**config.mk**
```make
export PLATFORM = sky130hd
export DESIGN_NAME = led_blink_queue
export DESIGN_NICKNAME = d
export VERILOG_FILES = /design/src/rtl/led_blink_queue_pkg.sv /design/src/rtl/led_pwm_gen.sv /design/src/rtl/led_blink_queue.sv
export SDC_FILE = /design/constraint.sdc
export NUM_CORES = 1
export LEC_CHECK = 0
export ABC_AREA = 1
export ABC_CLOCK_PERIOD_IN_PS = 2090
export CORE_UTILIZATION = 50
export DETAILED_ROUTE_END_ITERATION = 16
export GPL_TIMING_DRIVEN = 1
export PLACE_DENSITY_LB_ADDON = 0.12
export SYNTH_ARGS = -nofsm -noshare
export SYNTH_HDL_FRONTEND = slang
export SYNTH_SLANG_ARGS = --single-unit
```
**constraint.sdc**
```tcl
create_clock -name i_Clk -period 2.09 [get_ports i_Clk]
set_input_delay 0.418 -clock i_Clk [delete_from_list [all_inputs] [get_ports i_Clk]]
set_output_delay 0.418 -clock i_Clk [all_outputs]
set_load 0.02 [all_outputs]
```
**src/rtl/led_blink_queue_pkg.sv**
```systemverilog
// led_blink_queue_pkg: shared types and constants for the LED blink queue.
// Holds the FSM state enum, width helpers and the default timing constants
// for the 25 MHz board clock.
package led_blink_queue_pkg;

    localparam int CLK_HZ             = 25_000_000;
    localparam int DEFAULT_ON_CYCLES  = CLK_HZ / 10;   // 100 ms
    localparam int DEFAULT_GAP_CYCLES = CLK_HZ / 20;   // 50 ms
    localparam int DEFAULT_QUEUE_MAX  = 15;
    localparam int DEFAULT_PWM_PERIOD = 16;
    localparam int DEFAULT_PWM_DUTY   = 8;

    typedef enum logic [1:0] {
        ST_IDLE = 2'd0,
        ST_ON   = 2'd1,
        ST_GAP  = 2'd2
    } blink_state_e;

    // Bits needed to hold a pending count of 0..queue_max.
    function automatic int pend_width(input int queue_max);
        return $clog2(queue_max + 1);
    endfunction

    // Bits for a phase counter that runs 0..max(on,gap)-1; never below 1.
    function automatic int phase_width(input int on_cycles, input int gap_cycles);
        int longest;
        longest = (on_cycles > gap_cycles) ? on_cycles : gap_cycles;
        return (longest > 1) ? $clog2(longest) : 1;
    endfunction

endpackage

```
**src/rtl/led_pwm_gen.sv**
```systemverilog
// led_pwm_gen: free-running PWM counter with duty compare, used to dim the
// LED during the ON phase. The level output reflects the counter value that
// will be live next cycle, so the caller can register it alongside the FSM.
module led_pwm_gen #(
    parameter int PWM_PERIOD = 16,
    parameter int PWM_DUTY   = 8
) (
    input  logic clk_i,
    input  logic rst_i,
    input  logic clear_i,
    input  logic advance_i,
    output logic level_o
);

    localparam int CNT_W = (PWM_PERIOD > 1) ? $clog2(PWM_PERIOD) : 1;
    localparam logic [CNT_W-1:0] CNT_LAST = CNT_W'(PWM_PERIOD - 1);

    logic [CNT_W-1:0] cnt_q, cnt_d;

    // Restart on ON entry, wrap at the period end, hold when not advancing.
    always_comb begin
        cnt_d = cnt_q;
        if (clear_i) begin
            cnt_d = '0;
        end else if (advance_i) begin
            cnt_d = (cnt_q == CNT_LAST) ? '0 : cnt_q + 1'b1;
        end
    end

    // Counter register.
    always_ff @(posedge clk_i or posedge rst_i) begin
        if (rst_i) begin
            cnt_q <= '0;
        end else begin
            cnt_q <= cnt_d;
        end
    end

    assign level_o = (int'(cnt_d) < PWM_DUTY);

endmodule

```
**src/rtl/led_blink_queue.sv**
```systemverilog
// led_blink_queue: turns single-cycle event pulses into fixed-length LED
// blinks (ON_CYCLES on, GAP_CYCLES forced off). Events arriving mid-blink are
// held in a saturating pending counter and replayed back-to-back.
// Build option: define LED_BLINK_PWM_EN to dim the ON phase through
// led_pwm_gen; without it o_LED is solid during ON and no PWM logic exists.
module led_blink_queue
    import led_blink_queue_pkg::*;
#(
    parameter int ON_CYCLES  = DEFAULT_ON_CYCLES,
    parameter int GAP_CYCLES = DEFAULT_GAP_CYCLES,
    parameter int QUEUE_MAX  = DEFAULT_QUEUE_MAX,
    parameter int PWM_PERIOD = DEFAULT_PWM_PERIOD,
    parameter int PWM_DUTY   = DEFAULT_PWM_DUTY
) (
    input  logic                               i_Clk,
    input  logic                               i_Rst,
    input  logic                               i_Event,
    output logic                               o_LED,
    output logic                               o_Busy,
    output logic [pend_width(QUEUE_MAX)-1:0]   o_Pending,
    output logic                               o_Drop
);

    localparam int PEND_W  = pend_width(QUEUE_MAX);
    localparam int PHASE_W = phase_width(ON_CYCLES, GAP_CYCLES);

    localparam logic [PHASE_W-1:0] ON_LAST  = PHASE_W'(ON_CYCLES - 1);
    localparam logic [PHASE_W-1:0] GAP_LAST = PHASE_W'(GAP_CYCLES - 1);
    localparam logic [PEND_W-1:0]  PEND_MAX = PEND_W'(QUEUE_MAX);

    if (ON_CYCLES < 1 || GAP_CYCLES < 1 || QUEUE_MAX < 1 ||
        PWM_PERIOD < 1 || PWM_DUTY < 0 || PWM_DUTY > PWM_PERIOD) begin : g_bad_params
        $error("led_blink_queue: illegal parameter combination");
    end

    blink_state_e        state_q, state_d;
    logic [PHASE_W-1:0]  phase_q, phase_d;
    logic [PEND_W-1:0]   pend_q, pend_d;
    logic                led_q, led_d;
    logic                busy_q, busy_d;
    logic                drop_q, drop_d;
    logic                on_done, gap_done, queue_full;
    logic                pwm_level;

    assign on_done    = (state_q == ST_ON)  && (phase_q == ON_LAST);
    assign gap_done   = (state_q == ST_GAP) && (phase_q == GAP_LAST);
    assign queue_full = (pend_q == PEND_MAX);

    // State register.
    // NOTE: sequential state uses non-blocking assignments so every register
    // updates from the same pre-edge values.
    always_ff @(posedge i_Clk or posedge i_Rst) begin
        if (i_Rst) begin
            state_q <= ST_IDLE;
        end else begin
            state_q <= state_d;
        end
    end

    // Next-state: a blink always runs ON then GAP; GAP ends into ON when
    // anything is queued, counting an event arriving on that very cycle.
    // NOTE: each combinational output is defaulted first so no latch is inferred.
    always_comb begin
        state_d = state_q;
        unique case (state_q)
            ST_IDLE: if (i_Event)  state_d = ST_ON;
            ST_ON:   if (on_done)  state_d = ST_GAP;
            ST_GAP:  if (gap_done) state_d = ((pend_q != '0) || i_Event) ? ST_ON : ST_IDLE;
            default: state_d = ST_IDLE;
        endcase
    end

    // Phase and queue bookkeeping: phase restarts on every state entry;
    // the queue counts mid-blink events, saturating and flagging drops.
    always_comb begin
        phase_d = '0;
        pend_d  = pend_q;
        drop_d  = 1'b0;
        if ((state_d == state_q) && (state_q != ST_IDLE)) begin
            phase_d = phase_q + 1'b1;
        end
        if (state_q != ST_IDLE) begin
            if (gap_done && (state_d == ST_ON)) begin
                // Dequeue one; a same-cycle event takes the freed slot.
                if (!i_Event) begin
                    pend_d = pend_q - 1'b1;
                end
            end else if (i_Event) begin
                if (!queue_full) begin
                    pend_d = pend_q + 1'b1;
                end else begin
                    drop_d = 1'b1;
                end
            end
        end
    end

`ifdef LED_BLINK_PWM_EN
    logic pwm_clear, pwm_advance;

    assign pwm_clear   = (state_d == ST_ON) && (state_q != ST_ON);
    assign pwm_advance = (state_d == ST_ON) && (state_q == ST_ON);

    led_pwm_gen #(
        .PWM_PERIOD (PWM_PERIOD),
        .PWM_DUTY   (PWM_DUTY)
    ) u_pwm (
        .clk_i      (i_Clk),
        .rst_i      (i_Rst),
        .clear_i    (pwm_clear),
        .advance_i  (pwm_advance),
        .level_o    (pwm_level)
    );
`else
    assign pwm_level = 1'b1;
`endif

    // Output decode from the upcoming state so the pins register in step with it.
    always_comb begin
        busy_d = (state_d != ST_IDLE);
        led_d  = (state_d == ST_ON) && pwm_level;
    end

    // Datapath and output registers; reset aborts any blink and clears the queue.
    always_ff @(posedge i_Clk or posedge i_Rst) begin
        if (i_Rst) begin
            phase_q <= '0;
            pend_q  <= '0;
            led_q   <= 1'b0;
            busy_q  <= 1'b0;
            drop_q  <= 1'b0;
        end else begin
            phase_q <= phase_d;
            pend_q  <= pend_d;
            led_q   <= led_d;
            busy_q  <= busy_d;
            drop_q  <= drop_d;
        end
    end

    assign o_LED     = led_q;
    assign o_Busy    = busy_q;
    assign o_Pending = pend_q;
    assign o_Drop    = drop_q;

endmodule
```
# Word-level counts from Yosys, hierarchy flattened
# Cells that the tools add are included.
# classes
n_reduce_logical,11
mux,14
eq_ne,9
addsub,3
# ops
cell,n
22-bit by 1-bit adder with 22-bit output (second input constant),1
22-bit by 21-bit == test with 1-bit output (second input constant),1
22-bit == test (second input constant),1
22-bit 2-to-1 mux,1
4-bit 2-to-1 mux,4
2-bit 2-to-1 mux,3
2-bit case mux with 3 select lines,1
2-bit nonzero test,3
1-bit 2-to-1 mux,5
4-bit by 1-bit adder with 4-bit output (second input constant),1
2-bit by 1-bit == test with 1-bit output (second input constant),2
4-bit == test (second input constant),1
1-bit logical AND,4
4-bit AND reduction,1
4-bit nonzero test,1
4-bit by 1-bit subtractor with 4-bit output (second input constant),1
2-bit == test,1
2-bit == test (second input constant),1
2-bit zero test,1
2-bit by 1-bit inequality test with 1-bit output (second input constant),1
2-bit inequality test (second input constant),1
1-bit logical OR,1
# word_totals
input_bits,3
regBits,31
out_inout_bits,7
wordCells,43

# Depth between registers and ports, before layout
# logic_depth
ltp_word,9
mapped_depth,15
depth_no_buf,15

# Worst setup path before layout
# Ideal clock, no wire load.
# synth_timing
path_kind,reg-to-reg
startpoint,register phase_q[0]
endpoint,register pend_q[3] (netlist: o_Pending[3])
path_buffers,0
setup_ns,0.116
synth_period_minus_slack_ns,2.071
slack_ns,0.019
required_time_ns,1.974
arrival_time_ns,1.954
stages_incl_launch_ff,15
path_cell_list,dfrtp_1 -> ha_1 -> nand2_2 -> nor2_4 -> nand4_1 -> nor3_1 -> ha_1 -> nand2_1 -> nand2_1 -> a31oi_1 -> inv_1 -> nand2_1 -> nand2_1 -> nand2_1 -> nand2_1
# synth_between
elab_chain_len,8
word_cells_on_any_way,14
classes_between,5 x eq/ne; 4 x mux; 5 x reduce/logical
# synth_rtl
element,line,text
"start, declared",led_blink_queue.sv:37,"logic [PHASE_W-1:0] phase_q, phase_d;"
"start signal, assigned",led_blink_queue.sv:133,phase_q <= phase_d;
22-bit by 21-bit == test with 1-bit output / 22-bit == test (equally long branches),"led_blink_queue.sv:46, led_blink_queue.sv:45",
1-bit logical AND (on tied branches),"led_blink_queue.sv:46, led_blink_queue.sv:45",
2-bit 2-to-1 mux (on tied branches),"led_blink_queue.sv:68, led_blink_queue.sv:67",
2-bit case mux with 3 select lines,led_blink_queue.sv:65,unique case (state_q)
2-bit by 1-bit == test with 1-bit output,led_blink_queue.sv:83,if (gap_done && (state_d == ST_ON)) begin
1-bit logical AND *,led_blink_queue.sv:83,
"2-bit by 1-bit inequality test with 1-bit output (no source line), or another cell as far along",--,
4-bit AND reduction (no source line),--,
"end signal, assigned",led_blink_queue.sv:134,pend_q <= pend_d;
"end, declared",led_blink_queue.sv:38,"logic [PEND_W-1:0] pend_q, pend_d;"
# Every way passes the cells marked *; elsewhere a longest branch is shown, timed or not.
# A chain may end at the register's enable or synchronous reset.

# Worst setup path in the final report
# layout_timing
startpoint,input port i_Event
endpoint,register pend_q[3] (netlist: o_Pending[3])
# layout_between
elab_chain_len,8
word_cells_on_any_way,12
classes_between,3 x eq/ne; 5 x mux; 4 x reduce/logical
# layout_rtl
element,line,text
"start, declared",led_blink_queue.sv:17,"input logic i_Event,"
1-bit logical OR,led_blink_queue.sv:68,ST_GAP: if (gap_done) state_d = ((pend_q != '0) || i_Event) ? ST_ON : ST_IDLE;
1-bit 2-to-1 mux,led_blink_queue.sv:68,
2-bit 2-to-1 mux,led_blink_queue.sv:68,
2-bit case mux with 3 select lines,led_blink_queue.sv:65,
2-bit by 1-bit == test with 1-bit output,led_blink_queue.sv:83,
1-bit logical AND,led_blink_queue.sv:83,
"2-bit by 1-bit inequality test with 1-bit output (no source line), or another cell as far along",--,
4-bit AND reduction (no source line),--,
# Several ways; a longest one is shown, not always the timed one.

==> summary.md <==
| Metric | Value |
|---|---|
| DIE WIDTH | 66.0 um |
| Nets | 314 |
| Share of final-layout standard cells stronger than drive strength 1 | 34.4% |
| Number of top-level design ports | 10 |
| Number of H-tree levels | 2 |
| Top fanout value on the critical path | 3 |
| Number of nets with antenna violations after detailed routing | 0 |
| Maximum frequency from static timing analysis | 486 MHz |
| Floorplan die area | 4360 sq um |
| Critical R2R Launch | phase_q[15]$_DFF_PP0_ |
| Cell type contributing the most total cell area after synthesis | sky130_fd_sc_hd__dfrtp_1 |
| Clock tree from TritonCTS | yes |
| Number of cells in the design after placement | 336 |
| CTS sink count | 31 |
| Cells after Synth | 254 |
| Uppermost layer routed | met4 |
| Overall routing resource usage | 23.4% |
| Vias per cell | 4.94 |
| Cell types occupying the most area after synthesis | sky130_fd_sc_hd__dfrtp_1, sky130_fd_sc_hd__nand2_1, sky130_fd_sc_hd__nor2_4 |
| Total number of vias | 1757 |
| Power per cell area | 572 nW/um^2 |
| Data required time of the worst path | 2.27 ns |
| Critical Path Sink Type | register |
| Count of endpoints failing hold in the final timing report | 0 |
| Via count of the first global-routing pass | 1663 |
| Average cell area after synthesis | 8.07 sq um |
| Maximum clock skew at final layout | 0.00526 ns |
| Most common cell after layout, fill and taps aside | sky130_fd_sc_hd__nand2_1 |
| Slew of the pin with the lowest slew margin | 0.444 ns |
| Number of slew-limit violations in the final report | 0 |
| Count of hold-fix buffers inserted at cts | 0 |
| Clock edge transition at the registers on the reported setup and hold paths | 0.07 ns |
| Initial Utilization | 54.0% |
| Arrival time of the worst setup path | 2.24 ns |
| Footprint of the multi-input gates | 1160 sq um |
| Netlist Area Pre-Place | 2050 sq um |
| Cell Count, Final, Fillers Out | 356 |
| Core region area | 3800 sq um |
| Row Count | 22 |
| Number of diodes added for antenna fixing | 0 |
| Clock buffer count from CTS | 5 |
| Setup CP Type | primary input to register |
| Port Buf Inserts | 9 |
| Final routed wire length divided by cell count | 13.0 um |
| Commonest non-fill, non-tap cells in the layout | sky130_fd_sc_hd__nand2_1, sky130_fd_sc_hd__buf_4, sky130_fd_sc_hd__inv_1, sky130_fd_sc_hd__dfrtp_1, sky130_fd_sc_hd__nor2_1 |
| Floorplan die height | 66.0 um |
| Portion of synthesized cell area occupied by the leading cell type | 37.9% |
| Number of antenna violations at the first check in global routing | 0 |
| Depth of the worst register-to-register path | 14 |
| Area occupied by registers | 776 sq um |
| Run status | complete, no violations |
| Initial drt markers | 127 |
| Number of flops mapped to enable cells by yosys | 0 |
| Synthesized flop and latch total | 31 |
| Detailed Route WL | 4630 um |
| Nets in the synthesized netlist | 261 |
| R2R setup slack | 0.06 ns |
| Number of unique standard cell types used by synthesis | 29 |
| Leakage dissipation | 1.20 nW |
| Setup repair after global routing missed its margin | yes |
| Clock latency of the later-clocked register in the worst-skew pair | 0.28 ns |
| Kind of launch point of the worst setup path | primary input |
| Wire length of the first global-routing pass | 7640 um |
| Shortest clock period the worst path allows after layout | 2.06 ns |
| Maximum vdd ir drop | 0.551 mV |
| Final weighted congestion of routability-driven global placement | 0.893 |
| Worst setup path startpoint | i_Event |
| Async set-reset flop share out of synthesis | 100% |
| Synthesis-to-finish area growth | 30.5% |
| Final period utilization | 98.5% |
| Share of synthesized area occupied by flip-flops and latches | 37.9% |
| Max cap viols | 0 |
| Worst min path class | primary input to async pin |
| FF-to-FF End | o_Pending[3]$_DFFE_PP0P_ |
| Fillers | 321 |
| Max Buffers Root-to-Sink | 2 |
| Ys flop type | sky130_fd_sc_hd__dfrtp_1 |
| Root buffer cell | sky130_fd_sc_hd__clkbuf_8 |
| Largest net degree at the start of global routing | 32 |
| Overall power | 1.53 mW |
| Setup_tns | 0 ns |
| GR Overflow Total | 0 |
| Wl on met1 | 2210 um |
| Post-layout util | 70.4% |
| Worst slew slack as a fraction of its limit | 70.1% |
| Detailed-routing iteration count for the pre-antenna-repair pass | 4 |
| DP Wirelength | 3210 um |
| Yosys warnings | 0 |
| WL met3 | 211 um |
| Final Setup Violations | 0 |
| Detailed-route DRC error count | 0 |
| Amount of wire on met2 after detailed routing | 2150 um |
[what timing repair did]
action,4_1_cts,5_1_grt
gates cloned,0,1
gates resized for setup,6,19
endpoints found under the hold margin,0,0
pin swaps,5,13
setup endpoints to repair,3,26
setup buffers,10,2
[worst max-delay path: stages]
cell	delay [ns]
sky130_fd_sc_hd__clkdlybuf4s50_1	0.48
sky130_fd_sc_hd__inv_1	0.08
sky130_fd_sc_hd__nand4_1	0.11
sky130_fd_sc_hd__inv_1	0.06
sky130_fd_sc_hd__nor3_2	0.22
sky130_fd_sc_hd__ha_1	0.29
sky130_fd_sc_hd__nand2_1	0.08
sky130_fd_sc_hd__nand2_1	0.04
sky130_fd_sc_hd__a31oi_1	0.18
sky130_fd_sc_hd__inv_1	0.07
sky130_fd_sc_hd__nand2_1	0.07
sky130_fd_sc_hd__nand2_1	0.05
sky130_fd_sc_hd__nand2_1	0.05
sky130_fd_sc_hd__nand2_1	0.04
[final cells by class]
class                      count  share of cell area (%)
sequential                    31                    29.0
inverter                      37                    5.19
clock buffer                   8                    3.74
tap                           48                    2.25
timing repair buffer          50                    16.3
multi-input combinational    182                    43.5
[routing by layer]
metal | track usage, % | vias up
met4 | 5.32 | 0
met2 | 37.0 | 38
met3 | 4.66 | 6
li1 | - | 906
met5 | 0 | -
met1 | 33.0 | 807
[cell families after synthesis]
| group | after synthesis | synth area share [%] |
|---|---|---|
| adders and majority gates | 4 | 2.81 |
| xor gates and xnor gates | 17 | 7.26 |
| DFF | 31 | 37.9 |
| AOI/OAI and AO/OA | 6 | 1.59 |
| and+or+nand+nor | 155 | 41.7 |
| buffers and inverters | 41 | 8.79 |
[registers in the layout, summed over array words and instances, names as in the netlist]
name	cells
state_q	2
o_Pending	4
o_Busy	1
phase_q	22
o_LED	1
o_Drop	1
[worst max path at each step]
stage                               end  cells after the start
2_1_floorplan  o_Pending[3]$_DFFE_PP0P_                     14
3_3_place_gp   o_Pending[3]$_DFFE_PP0P_                     14
3_5_place_dp   o_Pending[3]$_DFFE_PP0P_                     14
4_1_cts        o_Pending[3]$_DFFE_PP0P_                     14
5_1_grt        o_Pending[3]$_DFFE_PP0P_                     15
6_report       o_Pending[3]$_DFFE_PP0P_                     14
[through the flow]
step / setup WS, ns / hold WS, ns / cell area (sq um)
finish: 0.0307 / 0.523 / 2680
global placement: -0.206 / 0.455 / 2390
CTS: 0.000545 / 0.535 / 2580
floorplan: 0.0190 / 0.430 / 2050
detailed placement: -0.309 / 0.458 / 2390
global route: -0.119 / 0.583 / 2680
[synthesized netlist by cell type, drive strengths merged (3+ instances only)]
| cell type | instances |
|---|---|
| buf | 4 |
| dfrtp | 31 |
| ha | 3 |
| inv | 37 |
| nand2 | 54 |
| nand3 | 15 |
| nand4 | 16 |
| nor2 | 58 |
| nor3 | 7 |
| nor4 | 3 |
| o21ai | 4 |
| xnor2 | 4 |
| xor2 | 13 |
[where the power goes]
part	internal [mW]	switching [mW]
registers	0.633	0.0423
logic	0.153	0.179
clock network	0.300	0.223
total	1.09	0.444
(Power assumes the default switching activity.)
